[src/rtl/wb_pkg.sv]
// Shared types for the writeback arbiter: source encoding and the request record.
`ifndef NUM_REGS
`define NUM_REGS 16
`endif
`ifndef NUM_REGS_BIT_COUNT
`define NUM_REGS_BIT_COUNT 4
`endif
`ifndef INSTRUCTION_WIDTH
`define INSTRUCTION_WIDTH 32
`endif

package wb_pkg;

    localparam int WB_ADDR_W = `NUM_REGS_BIT_COUNT;
    localparam int WB_DATA_W = `INSTRUCTION_WIDTH;

    typedef enum logic {SRC_ALU = 1'b0, SRC_MEM = 1'b1} wb_src_t;

    typedef struct packed {
        logic [WB_ADDR_W-1:0] addr;
        logic [WB_DATA_W-1:0] data;
    } wb_req_t;

endpackage

[src/rtl/rr_arbiter2.sv]
// Two-way round-robin arbiter. Grant is combinational; the priority pointer
// moves to the losing side whenever a grant is consumed.
//
// rr_ptr  | meaning
// SRC_ALU | ALU wins when both request
// SRC_MEM | MEM wins when both request
module rr_arbiter2
    import wb_pkg::*;
(
    input  logic       clk,
    input  logic       rst,
    input  logic [1:0] req,      // bit 0 = ALU, bit 1 = MEM
    input  logic       advance,
    output logic [1:0] gnt
);

    wb_src_t rr_ptr;

    // Single requester wins outright; on contention the pointer decides.
    always_comb begin
        gnt = req;
        if (req == 2'b11) begin
            gnt = (rr_ptr == SRC_ALU) ? 2'b01 : 2'b10;
        end
    end

    // Point at whichever side did not get this grant.
    always_ff @(posedge clk or posedge rst) begin
        if (rst) begin
            rr_ptr <= SRC_ALU;
        end else if (advance) begin
            rr_ptr <= gnt[0] ? SRC_MEM : SRC_ALU;
        end
    end

endmodule

[src/rtl/writeback_arbiter.sv]
// Register-file write client: arbitrates ALU and load results, drives a
// registered write port, tracks per-register busy bits and flags stray writebacks.
`ifndef NUM_REGS
`define NUM_REGS 16
`endif
`ifndef NUM_REGS_BIT_COUNT
`define NUM_REGS_BIT_COUNT 4
`endif
`ifndef INSTRUCTION_WIDTH
`define INSTRUCTION_WIDTH 32
`endif

module writeback_arbiter
    import wb_pkg::*;
#(
    parameter int NUM_REGS = `NUM_REGS,
    parameter int ADDR_W   = `NUM_REGS_BIT_COUNT,
    parameter int DATA_W   = `INSTRUCTION_WIDTH
) (
    input  logic                clk,
    input  logic                rst,
    input  logic                issue_valid,
    input  logic [ADDR_W-1:0]   issue_rd_addr,
    input  logic                alu_valid,
    output logic                alu_ready,
    input  logic [ADDR_W-1:0]   alu_rd_addr,
    input  logic [DATA_W-1:0]   alu_rd_data,
    input  logic                mem_valid,
    output logic                mem_ready,
    input  logic [ADDR_W-1:0]   mem_rd_addr,
    input  logic [DATA_W-1:0]   mem_rd_data,
    output logic                rd_write_en,
    output logic [ADDR_W-1:0]   rd_addr,
    output logic [DATA_W-1:0]   rd_data,
    output logic [NUM_REGS-1:0] busy,
    output logic                wb_err
);

    logic [1:0]          gnt;
    logic                accept;
    wb_req_t             sel_req;
    logic [NUM_REGS-1:0] busy_next;

    rr_arbiter2 u_arb (
        .clk     (clk),
        .rst     (rst),
        .req     ({mem_valid, alu_valid}),
        .advance (accept),
        .gnt     (gnt)
    );

    assign alu_ready = gnt[0];
    assign mem_ready = gnt[1];
    assign accept    = |gnt;

    // Mux the granted source into a single request record.
    always_comb begin
        sel_req.addr = alu_rd_addr;
        sel_req.data = alu_rd_data;
        if (gnt[1]) begin
            sel_req.addr = mem_rd_addr;
            sel_req.data = mem_rd_data;
        end
    end

    // Clear on commit first, then set on issue so a re-issue of the same register wins.
    always_comb begin
        busy_next = busy;
        if (rd_write_en) begin
            busy_next[rd_addr] = 1'b0;
        end
        if (issue_valid) begin
            busy_next[issue_rd_addr] = 1'b1;
        end
    end

    // Registered write port: one write per accepted transfer, address/data hold when idle.
    always_ff @(posedge clk or posedge rst) begin
        if (rst) begin
            rd_write_en <= 1'b0;
            rd_addr     <= '0;
            rd_data     <= '0;
        end else begin
            rd_write_en <= accept;
            if (accept) begin
                rd_addr <= sel_req.addr;
                rd_data <= sel_req.data;
            end
        end
    end

    // Busy scoreboard register.
    always_ff @(posedge clk or posedge rst) begin
        if (rst) begin
            busy <= '0;
        end else begin
            busy <= busy_next;
        end
    end

    // Sticky error: a result arrived for a register nobody was waiting on.
    always_ff @(posedge clk or posedge rst) begin
        if (rst) begin
            wb_err <= 1'b0;
        end else if (accept && !busy[sel_req.addr]) begin
            wb_err <= 1'b1;
        end
    end

endmodule

[config.mk]
export PLATFORM = sky130hd
export DESIGN_NAME = writeback_arbiter
export DESIGN_NICKNAME = d
export VERILOG_FILES = /design/src/rtl/wb_pkg.sv /design/src/rtl/rr_arbiter2.sv /design/src/rtl/writeback_arbiter.sv
export SDC_FILE = /design/constraint.sdc
export NUM_CORES = 1
export LEC_CHECK = 0
export ABC_CLOCK_PERIOD_IN_PS = 3750
export BUFFER_PORTS_ARGS = -buffer_cell sky130_fd_sc_hd__buf_2
export CAP_MARGIN = 20
export CORE_UTILIZATION = 44
export CTS_BUF_LIST = sky130_fd_sc_hd__clkbuf_8
export DETAILED_ROUTE_END_ITERATION = 10
export PLACE_DENSITY = 0.72
export SLEW_MARGIN = 25
export SYNTH_ARGS = -nofsm -noshare
export SYNTH_HDL_FRONTEND = slang
export SYNTH_SLANG_ARGS = --single-unit
[constraint.sdc]
create_clock -name clk -period 3.75 [get_ports clk]
set_input_delay 0.1875 -clock clk [delete_from_list [all_inputs] [get_ports clk]]
set_output_delay 0.1875 -clock clk [all_outputs]
set_load 0.01 [all_outputs]
* After elaboration in Yosys (flattened, before gate mapping) *
Index checks and enable logic that the tools add are counted.

word-level totals
  flip-flop bits (word level) = 55
  bits of input ports = 81
  output and inout port bits = 56
  logic and storage cells = 32

cells by class
  $lt $le $gt $ge = 5
  eq/ne operators = 1
  multiplexer cells = 12
  bitwise gates (word level) = 3
  reductions and logical operators = 5

operators with widths
  cell                                                                                  number
  36-bit two-way mux                                                                    1
  16-bit two-way mux                                                                    2
  16-bit AND                                                                            1
  16-bit inverter                                                                       1
  16-bit OR                                                                             1
  4-bit by 5-bit less-than comparator with 1-bit output (second input constant)         3
  1-bit demux with 4-bit select                                                         2
  4-bit by 1-bit greater-or-equal comparator with 1-bit output (second input constant)  2
  1-bit binary-select mux with 4-bit select                                             1
  1-bit two-way mux                                                                     4
  2-bit two-way mux                                                                     2
  1-bit logical AND                                                                     3
  2-bit equality test (second input constant)                                           1
  2-bit OR reduction                                                                    1
  1-bit logical NOT                                                                     1

* Longest topological paths before layout *
Gate-level depths: netlist (run 1).

  word-level depth = 9
  depth in mapped cells = 7
  mapped depth without buffers = 6

* By module *
A second synthesis (run 1) with hierarchy kept.

second synthesis, totals
  cell total of the unflattened synthesis = 278
  area, all modules = 2,770.2 um^2

by module, submodules not included
  module             times used  cells each  area an instance (um^2)  sequential area each (um^2)
  writeback_arbiter  1           272         2,703.8                  1,351.3
  rr_arbiter2        1           6           66.3                     25.0

* Worst setup path before layout (run 1) *
Ideal clock, no wire load.

  path type = reg2reg
  start = register u_arb.rr_ptr
  end = register wb_err
  library setup time = 0.135 ns
  data arrival time = 1.506 ns
  data required time = 3.615 ns
  slack = 2.108 ns
  stages on the path, launching flop included = 8
  buffers on the path = 1
  period minus slack after synthesis = 1.642 ns
  path through = dfrtp_1 > buf_2 > nand2b_4 > nand2_2 > inv_2 > or4_1 > o311ai_1 > a32oi_1

between the ends
  cells in the longest elaborated chain, start to end = 7
  elaborated cells on any way between the ends = 8
  classes of those cells = mux: 5; reduce/logical: 3

ends and longest elaborated chain
  element                                    RTL line                  source
  start: declaration                         rr_arbiter2.sv:17         wb_src_t rr_ptr;
  start signal: assignment                   rr_arbiter2.sv:32         rr_ptr <= gnt[0] ? SRC_MEM : SRC_ALU;
  2-bit two-way mux *                        rr_arbiter2.sv:23         gnt = (rr_ptr == SRC_ALU) ? 2'b01 : 2'b10;
  2-bit two-way mux *                        rr_arbiter2.sv:22         if (req == 2'b11) begin
  36-bit two-way mux                         writeback_arbiter.sv:60   if (gnt[1]) begin
  1-bit binary-select mux with 4-bit select  writeback_arbiter.sv:105  end else if (accept && !busy[sel_req.addr]) begin
  1-bit two-way mux (implied by the code)    writeback_arbiter.sv:105
  1-bit logical NOT                          writeback_arbiter.sv:105
  1-bit logical AND *                        writeback_arbiter.sv:105
  end signal: assignment                     writeback_arbiter.sv:104  wb_err <= 1'b0;
  end signal: assignment                     writeback_arbiter.sv:106  wb_err <= 1'b1;
  end: declaration                           writeback_arbiter.sv:36   output logic wb_err

Mark *: on every way between the ends. The rest lies on a longest branch, timed or not. The select of a mux whose other input is x is not followed.
A chain may end at the register's enable or synchronous reset.

* Worst setup path in the final report (run 1) *
  start = input mem_valid
  end = output mem_ready

between the ends
  cells in the longest elaborated chain, start to end = 2

ends and longest elaborated chain
  element              RTL line                 source
  start: declaration   writeback_arbiter.sv:28  input logic mem_valid,
  2-bit equality test  rr_arbiter2.sv:22
  2-bit two-way mux *  rr_arbiter2.sv:22
  end: declaration     writeback_arbiter.sv:29  output logic mem_ready,

Mark *: on every way between the ends. The rest lies on a longest branch, timed or not.

==> results of run 1 <==
==> worst register-to-register path: cells and delay by family (launching register included) <==
kind	cells	cell delay, ns
buffers and inverters	1	0.28
AOI/OAI and AO/OA	2	0.23
DFF	1	0.39
and+or+nand+nor	3	0.85
==> per-stage QoR <==
step / area [sq um] / cells / power, W / hold WS (ns) / util [%]
global route: 3810 / 552 / 0.001814 / 0.08727 / 58.66
floorplan: 3042 / 350 / 0.001137 / 0.2844 / -
detailed placement: 3727 / 545 / 0.001392 / 0.4157 / 57.39
CTS: 3810 / 552 / 0.001710 / 0.06998 / 58.66
global placement: 3727 / 545 / 0.001377 / 0.4061 / 57.39
finish: 3810 / 552 / 0.001695 / 0.05517 / 58.66
==> report_power, final <==
part / switching, W / total [W] / internal (W)
sequential: 0.000110 / 0.000822 / 0.000712
clock: 0.000186 / 0.000314 / 0.000128
combinational: 0.000303 / 0.000558 / 0.000255
total: 0.000600 / 0.00169 / 0.00110
==> path summary, 6_finish.rpt <==
path	to	startpoint	cells past startpoint
min in group clk	rd_data[16]$_DFFE_PP0P_	mem_rd_data[16]	3
max	mem_ready	mem_valid	4
min reg2reg	busy[1]$_DFF_PP0_	busy[1]$_DFF_PP0_	2
min	rd_addr[1]$_DFFE_PP0P_	rst	3
max in group asynchronous	busy[2]$_DFF_PP0_	rst	3
max reg2reg	wb_err$_DFFE_PP0P_	u_arb.rr_ptr$_DFFE_PP0P_	6
==> synthesized netlist by cell type, types with 2 or more instances <==
cell type and number:
sky130_fd_sc_hd__o41ai_1 2, sky130_fd_sc_hd__o21ai_0 64, sky130_fd_sc_hd__nand3b_1 3, sky130_fd_sc_hd__nand3_1 5, sky130_fd_sc_hd__nand2_1 40, sky130_fd_sc_hd__clkbuf_1 14, sky130_fd_sc_hd__mux4_2 3, sky130_fd_sc_hd__mux2i_1 7
sky130_fd_sc_hd__nand2b_1 39, sky130_fd_sc_hd__nor2b_1 4, sky130_fd_sc_hd__nor2_1 7, sky130_fd_sc_hd__a21boi_1 2, sky130_fd_sc_hd__a21oi_1 67, sky130_fd_sc_hd__dfrtp_1 55, sky130_fd_sc_hd__o22ai_1 2, sky130_fd_sc_hd__buf_1 3
sky130_fd_sc_hd__or2_2 2, sky130_fd_sc_hd__inv_1 6
==> flip-flops by register name, summed over array words and instances, names as in the netlist <==
register and cells:
wb_err 1, rd_write_en 1, rd_addr 4, rd_data 32
u_arb.rr_ptr 1, busy 16
==> kinds of logic after synthesis <==
kind of cell | after synthesis | share of synthesized area [%]
buf+inv | 28 | 4.607
mux | 12 | 5.759
simple gates | 106 | 18.14
compound gates | 149 | 26.24
flops | 55 | 45.25
==> cell type report <==
cell class,count,area (sq um)
inverters,7,26.28
flip-flops and latches,55,1376
clock buffers,5,68.82
well taps,77,96.34
repair buffers,139,703.2
multi-input cells,267,1525
fillers,599,2685
clock inverters,2,13.76
==> metal layers <==
metal	up-vias	GRT usage (%)	part of all wire [%]
li1	1490	-	-
met1	1386	29.04	42
met2	140	39.15	47
met3	17	3.794	8.3
met4	0	8.320	2.0
met5	-	0	0
==> cells in the final DEF, fill, tap and decap left out, types with 2 or more instances in the layout <==
cell and count:
sky130_fd_sc_hd__clkbuf_8 5, sky130_fd_sc_hd__inv_2 2, sky130_fd_sc_hd__nand2_1 40, sky130_fd_sc_hd__o21ai_0 64
sky130_fd_sc_hd__dfrtp_1 55, sky130_fd_sc_hd__a21oi_1 67, sky130_fd_sc_hd__nor2b_1 4, sky130_fd_sc_hd__nand2b_1 39
sky130_fd_sc_hd__or2_2 2, sky130_fd_sc_hd__nand3_1 5, sky130_fd_sc_hd__nand3b_1 3, sky130_fd_sc_hd__a21boi_1 2
sky130_fd_sc_hd__inv_1 5, sky130_fd_sc_hd__nor2_1 7, sky130_fd_sc_hd__buf_2 136, sky130_fd_sc_hd__o22ai_1 2
sky130_fd_sc_hd__mux2i_1 7, sky130_fd_sc_hd__buf_4 3, sky130_fd_sc_hd__o41ai_1 2, sky130_fd_sc_hd__mux4_2 3
==> results by stage, run 1 <==
Floorplan:
- Measured along the x axis, the die boundary spans 85.15 microns.
- The die footprint is 7250 sq um.
- The number of rows created at floorplan is 29.
- The starting density of the core is 46.83%.
- The number of primary I/O pins is 137.
- The die is 85.15 microns tall.
- In this run the standard cell core region covers 6495 sq um.

Yosys:
- The sequential area share after synthesis is 45.25%.
- Summed over all instances, the cell type with the most area after synthesis is sky130_fd_sc_hd__dfrtp_1.
- Yosys attributes the largest share of cell area to sky130_fd_sc_hd__dfrtp_1 45%, sky130_fd_sc_hd__a21oi_1 11%, sky130_fd_sc_hd__o21ai_0 11%.
- Counting every net in the synthesized netlist gives 431.
- The mean area per synthesized cell is 8.690 sq um.
- The synthesized cell area is 3042 sq um.
- The cell count after synthesis is 350.
- After synthesis, the netlist uses 43 different library cells.
- The synthesis-stage register bit count is 55.
- In this run, synthesis inferred 0 flip-flops with an integrated enable.
- The dominant synthesized flop cell is sky130_fd_sc_hd__dfrtp_1.
- For this run, the number of Yosys warnings is 0.
- The async set or reset register ratio after synthesis is 100.0%.
- The share of the synthesized area in the top cell type is 45.25%.

Timing:
- Of the available clock period, the critical path in the final layout requires 50.80%.
- The number of hold violations in the final report is 0.
- At the pin with the least slew margin, the transition time is 0.7465 ns.
- Adding up every negative setup slack in the final design gives 0 ns.
- The worst clock skew is 0.009121 ns.
- The time the worst path needs with I/O delays and setup is 1.905 ns.
- In this run the tightest slew margin relative to its limit is 50.23%.
- The maximum operating frequency is 525.0 MHz.
- Setup repair after global routing left no endpoint under its margin.
- The number of slew-limit violations in the final report came to 0.
- Across all setup checks in the final design, the least slack found is 1.845 ns.
- The final setup violation count is 0.

Placed design:
- Input and output buffers added on the ports amount to 136.
- Routability-driven placement finished with a final weighted congestion of 0.9365.
- The post-placement worst setup slack is 1.553 ns.
- The placed wire-length estimate is 5909 microns.

Power:
- The power per standard cell area is 444.8 nW/um^2.
- The worst-case IR drop observed on VDD is 0.0002790 V.
- Summed over all cells, the static leakage comes to 1.804 nW.

Clock network:
- In this run the post-CTS setup repair buffer count came out at 0.
- The clock passes through at most 2 buffers.
- The number of instances resized during post-cts repair is 0.
- In this run, post-CTS hold repair placed 0 buffers.
- The clock network latency to the later pin of the worst-skew pair is 0.31 ns.
- TritonCTS built the clock tree.
- The clock root buffer is sky130_fd_sc_hd__clkbuf_8.
- The maximum level of the CTS H-tree is 2.
- After clock tree synthesis, the clock-pin slew on the worst setup and hold paths is 0.10 ns.
- The clock net in this run drives a total of 55 sinks.
- Clock tree synthesis inserted a total of 5 buffers.

Worst setup path:
- The kind of cell with the highest combined delay along the critical path is buffers and inverters.
- In this design, the stage delay of the slowest critical-path cell is 0.57 ns.
- The type of element launching the critical path is an input port.
- The buffers plus inverters on the worst setup path is 3.
- The critical path is of the in2out type.
- The critical path goes through buf_2, nand2_2, inv_2, buf_2.
- For the worst setup path, the data arrival time is 1.72 ns.
- The largest fanout of any net on the critical path is 41.
- The critical-path cell with the highest stage delay is sky130_fd_sc_hd__buf_2.
- The required time of the worst setup path is 3.56 ns.
- The worst reg-to-reg setup slack is 1.88 ns.
- The type of element capturing the critical path is an output pin.
- The most frequent cell on the critical path is sky130_fd_sc_hd__buf_2.

Hold path:
- The class of the most critical hold timing path is in2async.

Route:
- In this run the remaining antenna-violating nets after routing total 0.
- The total wirelength of the detailed-routed design is 8207 microns.
- The pre-antenna-repair detailed-routing pass consisted of 5 iterations.
- The final routed DRC violation total is 0.
- The average wire per standard cell is 14.87 microns.
- The mean number of vias per cell is 5.495.
- In this run, the number of DRC markers left after iteration 0 of detailed routing was 201.
- The total number of vias is 3033.

Layout:
- The number of nets in the layout is 556.
- The share of final-layout standard cells stronger than drive strength 1 is 32.84%.
- The synthesis-to-finish area growth is 25.26%.
- The repair_antennas step left the layout with diodes totalling 0.

Global route:
- The number of antenna violations at the first check in global routing is 0.
- The wire length of the first global-routing pass is 13190 microns.
- The total overflow reported by the global router is 0.
- The via count of the first global-routing pass is 2916.
- The pin count of the biggest net entering global routing is 69.
- Global routing consumed, over all layers together, 22.79% of the routing resources.

Outcome:
- The flow ran to the end, and the final reports show no timing, DRC or antenna violations.

Flow run:
- Across the run, the number of max-cap violations was 0.
No activity file was read; power rests on OpenSTA's default activity.
==> run 2: changes to the inputs <==
ABC_AREA = 1   (was default)
ABC_CLOCK_PERIOD_IN_PS = 1700   (was 3750)
CORE_UTILIZATION = 43   (was 44)
PLACE_DENSITY = 0.75   (was 0.72)
clock period = 1.7 ns   (was 3.75 ns; I/O delays follow)
==> run 2 against run 1 <==
  * Worst setup slack worse by 1.7 ns
  * Largest cell class is now registers
  * Highest routed layer unchanged
  * Hold slack worse by 0.024 ns
  * Critical endpoint is now wb_err$_DFFE_PP0P_
  * Largest power group unchanged
  * First-iteration DRC count increased by 18%
==> results by stage, run 2 <==
Outcome:
- Result of the run: completed (unchanged).

Timing:
- The final critical path takes up 90.13% of the cycle.
- Unrepaired setup endpoints after global routing: false (unchanged).
- The transition at the pin with the smallest max-transition slack is 0.3911 ns (was 0.7465 ns).
- The time the worst path needs with I/O delays and setup is 1.532 ns.
- The headroom to the max-slew limit is 73.92% (was 50.23%).
- The total negative setup slack was 0 ns (unchanged).
- The worst clock skew is 0.01041 ns (was 0.009121 ns).
- The final setup violation count was 0 (unchanged).
- The smallest setup slack after layout was 0.1678 ns (was 1.845 ns).
- The number of slew-limit violations in the final report is 0 (unchanged).
- The maximum operating frequency is 652.7 MHz.
- The number of hold violations in the final report is 0 (unchanged).

Layout:
- The register with the most flip-flops is rd_data (unchanged).
- Leading registers by flop count: rd_data x32, busy x16, rd_addr x4 (unchanged).
- The share of final-layout standard cells stronger than drive strength 1 was 34.53% (was 32.84%).
- The antenna cell count is 0 (unchanged).
- The synthesis-to-finish area growth is 33.32% (was 25.26%).
- The number of nets in the layout is 555 (was 556).
- Most frequent cells in the layout: 136 x sky130_fd_sc_hd__buf_2, 64 x sky130_fd_sc_hd__nand2_1, 59 x sky130_fd_sc_hd__o21ai_0, 55 x sky130_fd_sc_hd__dfrtp_1 (was 136 x sky130_fd_sc_hd__buf_2, 67 x sky130_fd_sc_hd__a21oi_1, 64 x sky130_fd_sc_hd__o21ai_0, 55 x sky130_fd_sc_hd__dfrtp_1, 40 x sky130_fd_sc_hd__nand2_1).
- The flip-flop count of the largest register, all copies and words added was 32 (unchanged).
- The cell area after layout is 3600 sq um (was 3810 sq um).
- The filler-free cell count of the finished design was 550 (was 552).
- The most common cell after layout, fill and taps aside is sky130_fd_sc_hd__buf_2 (unchanged).

Power:
- The proportion of total power due to net switching came to 36.85% (was 35.38%).
- The leakage power total came to 1.836 nW (was 1.804 nW).
- The final total power was 0.004221 W (was 0.001695 W).
- The internal power contribution was 0.002665 W (was 0.001095 W).
- The combinational fraction of design power is 33.2% (was 32.9%).
- The share of total power in sequential cells was 45.2% (was 48.5%).
- The power per standard cell area is 1173 nW/um^2 (was 444.8 nW/um^2).
- The fraction of power consumed by the clock network is 21.6% (was 18.5%).
- The net switching power figure was 0.001556 W (was 0.0005995 W).
- The maximum VDD drop is 0.0006617 V (was 0.0002790 V).

Placed design:
- The placed wire-length estimate is 5955 microns (was 5909 microns).
- The total instance count after detailed placement was 541 (was 545).
- The post-placement worst setup slack is 0.1106 ns (was 1.553 ns).
- The placed cell area is 3456 sq um (was 3727 sq um).
- The weighted congestion reported at the end of routability-driven placement is 0.9145 (was 0.9365).
- The number of buffers added on ports is 136 (unchanged).

Worst setup path:
- The type of the worst setup path is reg2reg (was in2out).
- The worst path arrival time is 1.75 ns (was 1.72 ns).
- The type of element launching the critical path is a flop (was input port).
- The largest fanout of any net on the critical path is 15 (was 41).
- The required time of the worst setup path is 1.91 ns (was 3.56 ns).
- The type of element capturing the critical path is a flop (was output pin).

Global route:
- The number of antenna violations at the first check in global routing was 0 (unchanged).
- The pin count of the biggest net entering global routing is 33 (was 69).
- The all-layer global routing usage came to 24.26% (was 22.79%).
- The wire length of the first global-routing pass is 12390 microns (was 13190 microns).
- The via count of the first global-routing pass is 2682 (was 2916).
- The total overflow reported by the global router is 0 (unchanged).

Route:
- The final routed DRC violation total is 0 (unchanged).
- The count of routing violations after the opening detailed-route iteration came to 238 (was 201).
- The average wire per standard cell is 14.44 microns (was 14.87 microns).
- The mean number of vias per cell was 5.271 (was 5.495).
- The total wirelength of the detailed-routed design is 7943 microns (was 8207 microns).
- The total number of vias is 2899 (was 3033).
- The detailed-routing iteration count for the pre-antenna-repair pass was 4 (was 5).
- The residual antenna-violating net count after detailed routing was 0 (unchanged).

Yosys:
- The async set or reset register ratio after synthesis was 100.0% (unchanged).
- The number of synthesized flops with an enable pin came to 0 (unchanged).
- The number of unique standard cell types used by synthesis is 21 (was 43).
- The warning count from the yosys run is 0 (unchanged).
- The synthesized net count is 417 (was 431).
- The most used standard cell by instance count after synthesis is sky130_fd_sc_hd__nand2_1 (was sky130_fd_sc_hd__a21oi_1).
- The sequential area share after synthesis is 50.97% (was 45.25%).
- The post-synthesis cell type with the largest combined area is sky130_fd_sc_hd__dfrtp_1 (unchanged).
- Leading cell types by count after synthesis: 64 x sky130_fd_sc_hd__nand2_1, 59 x sky130_fd_sc_hd__o21ai_0, 55 x sky130_fd_sc_hd__dfrtp_1, 32 x sky130_fd_sc_hd__a21oi_1, 32 x sky130_fd_sc_hd__nor2_1 (was 67 x sky130_fd_sc_hd__a21oi_1, 64 x sky130_fd_sc_hd__o21ai_0, 55 x sky130_fd_sc_hd__dfrtp_1, 40 x sky130_fd_sc_hd__nand2_1, 39 x sky130_fd_sc_hd__nand2b_1).
- The synthesis-stage register bit count is 55 (unchanged).
- The cell count after synthesis is 336 (was 350).
- The share of the synthesized area in the top cell type is 50.97% (was 45.25%).
- The synthesized cell area is 2700 sq um (was 3042 sq um).
- The dominant synthesized flop cell is sky130_fd_sc_hd__dfrtp_1 (unchanged).
- Top area cells in the synthesized netlist: sky130_fd_sc_hd__dfrtp_1 51%, sky130_fd_sc_hd__o21ai_0 11%, sky130_fd_sc_hd__nand2_1 8.9% (was sky130_fd_sc_hd__dfrtp_1 45%, sky130_fd_sc_hd__a21oi_1 11%, sky130_fd_sc_hd__o21ai_0 11%).
- The mean area per synthesized cell is 8.036 sq um (was 8.690 sq um).

Clock network:
- The number of buffers added by the clock tree synthesis step came to 5 (unchanged).
- The clock slew at the register clock pins of the worst setup and hold paths came to 0.11 ns (was 0.10 ns).
- The post-CTS repair timing setup buffer count was 0 (unchanged).
- The CTS tree is built (unchanged).
- The clock network latency to the later pin of the worst-skew pair is 0.32 ns (was 0.31 ns).
- The count of clock tree sinks was 55 (unchanged).
- The maximum level of the CTS H-tree is 2 (unchanged).
- The maximum root-to-sink buffer count is 2 (unchanged).
- The clock root buffer is sky130_fd_sc_hd__clkbuf_8 (unchanged).

Floorplan:
- The die footprint was 6600 sq um (was 7250 sq um).
- The number of primary I/O pins came to 137 (unchanged).
- The chip height is 81.24 microns (was 85.15 microns).
- The number of rows created at floorplan is 28 (was 29).
- The area of the core was 5991 sq um (was 6495 sq um).
- The starting density of the core is 45.07% (was 46.83%).
- The overall die width is 81.24 microns (was 85.15 microns).

Flow run:
- The number of max-cap violations is 0 (unchanged).

Hold path:
- The class of the most critical hold timing path was in2reg (was in2async).
==> run 2: cell types whose count changed in the layout (fill, tap and decap cells not counted), sizes merged, moves of 5 or more <==
cell	previous run	this run
a21oi	67	32
nor2	7	32
nand2	41	68
nand2b	40	0
mux2i	7	0
inv	7	29
nand3	5	32
o31ai	1	6
buf	139	144
==> run 2: layout make-up <==
class | count | area [sq um]
Clock buffer | 5 | 68.82
Clock inverter | 3 | 47.55
Fill cell | 559 | 2391
Inverter | 28 | 105.1
Multi-Input combinational cell | 239 | 1145
Sequential cell | 55 | 1376
Tap cell | 75 | 93.84
Timing Repair Buffer | 145 | 763.2
==> run 2: worst max-delay path, cell delays in order (launching register included) <==
cell and delay, ns:
sky130_fd_sc_hd__dfrtp_1 0.39, sky130_fd_sc_hd__inv_2 0.09, sky130_fd_sc_hd__nand2_4 0.08, sky130_fd_sc_hd__nand2_8 0.12, sky130_fd_sc_hd__nand2_4 0.10, sky130_fd_sc_hd__nand2_2 0.15, sky130_fd_sc_hd__nand2_1 0.07, sky130_fd_sc_hd__nand2_1 0.06
sky130_fd_sc_hd__nand2_1 0.05, sky130_fd_sc_hd__nand3_1 0.08, sky130_fd_sc_hd__nand3_1 0.08, sky130_fd_sc_hd__nand3_1 0.09, sky130_fd_sc_hd__nand2_1 0.05
==> run 2: kinds of logic (layout without fill, tap and decap cells) <==
kind of cell,after synthesis,count (layout),share of synthesized area [%]
and+or+nand+nor,135,135,21.50
AOI/OAI and AO/OA,104,104,20.25
buffers and inverters,42,181,7.275
DFF,55,55,50.97
==> run 2: layer usage <==
metal | wire [microns] | share of wire [%] | track usage [%]
met5 | 0 | 0 | 0
met4 | 62 | 0.78 | 5.179
met3 | 620 | 7.8 | 5.730
met2 | 3841 | 48 | 40.59
met1 | 3418 | 43 | 31.78
==> run 2: final timing paths <==
kind / from / end / cells after the start / slack, ns
setup reg to reg: u_arb.rr_ptr$_DFFE_PP0P_ / wb_err$_DFFE_PP0P_ / 12 / 0.17
setup / recovery: u_arb.rr_ptr$_DFFE_PP0P_ / wb_err$_DFFE_PP0P_ / 12 / 0.17
max in group asynchronous: rst / rd_addr[0]$_DFFE_PP0P_ / 4 / 1.01
hold reg to reg: wb_err$_DFFE_PP0P_ / wb_err$_DFFE_PP0P_ / 2 / 0.48
hold / removal: mem_rd_data[25] / rd_data[25]$_DFFE_PP0P_ / 3 / 0.03
min in group asynchronous: rst / rd_data[2]$_DFFE_PP0P_ / 4 / 0.37
==> run 2: power groups by stage <==
stage	Clock [W]	Combinational [W]	Sequential, W
after floorplan	0	0.000623	0.00202
after global placement	0	0.00135	0.00192
after detailed placement	0	0.00140	0.00192
after CTS	0.000923	0.00140	0.00190
after global routing	0.000973	0.00158	0.00194
final	0.000912	0.00140	0.00191
==> run 2: stage by stage <==
stage | hold WS [ns] | util [%]
after floorplan | 0.1829 | -
after global placement | 0.1588 | 57.69
after detailed placement | 0.1647 | 57.69
after CTS | 0.02253 | 59.80
after global routing | 0.01798 | 60.09
final | 0.03154 | 60.09
==> run 2: what timing repair did <==
action | in CTS | in global routing
hold endpoints to repair | 55 | 0
endpoints found under the setup margin | 0 | 1
resized for setup | 0 | 3
hold buffers | 1 | 0
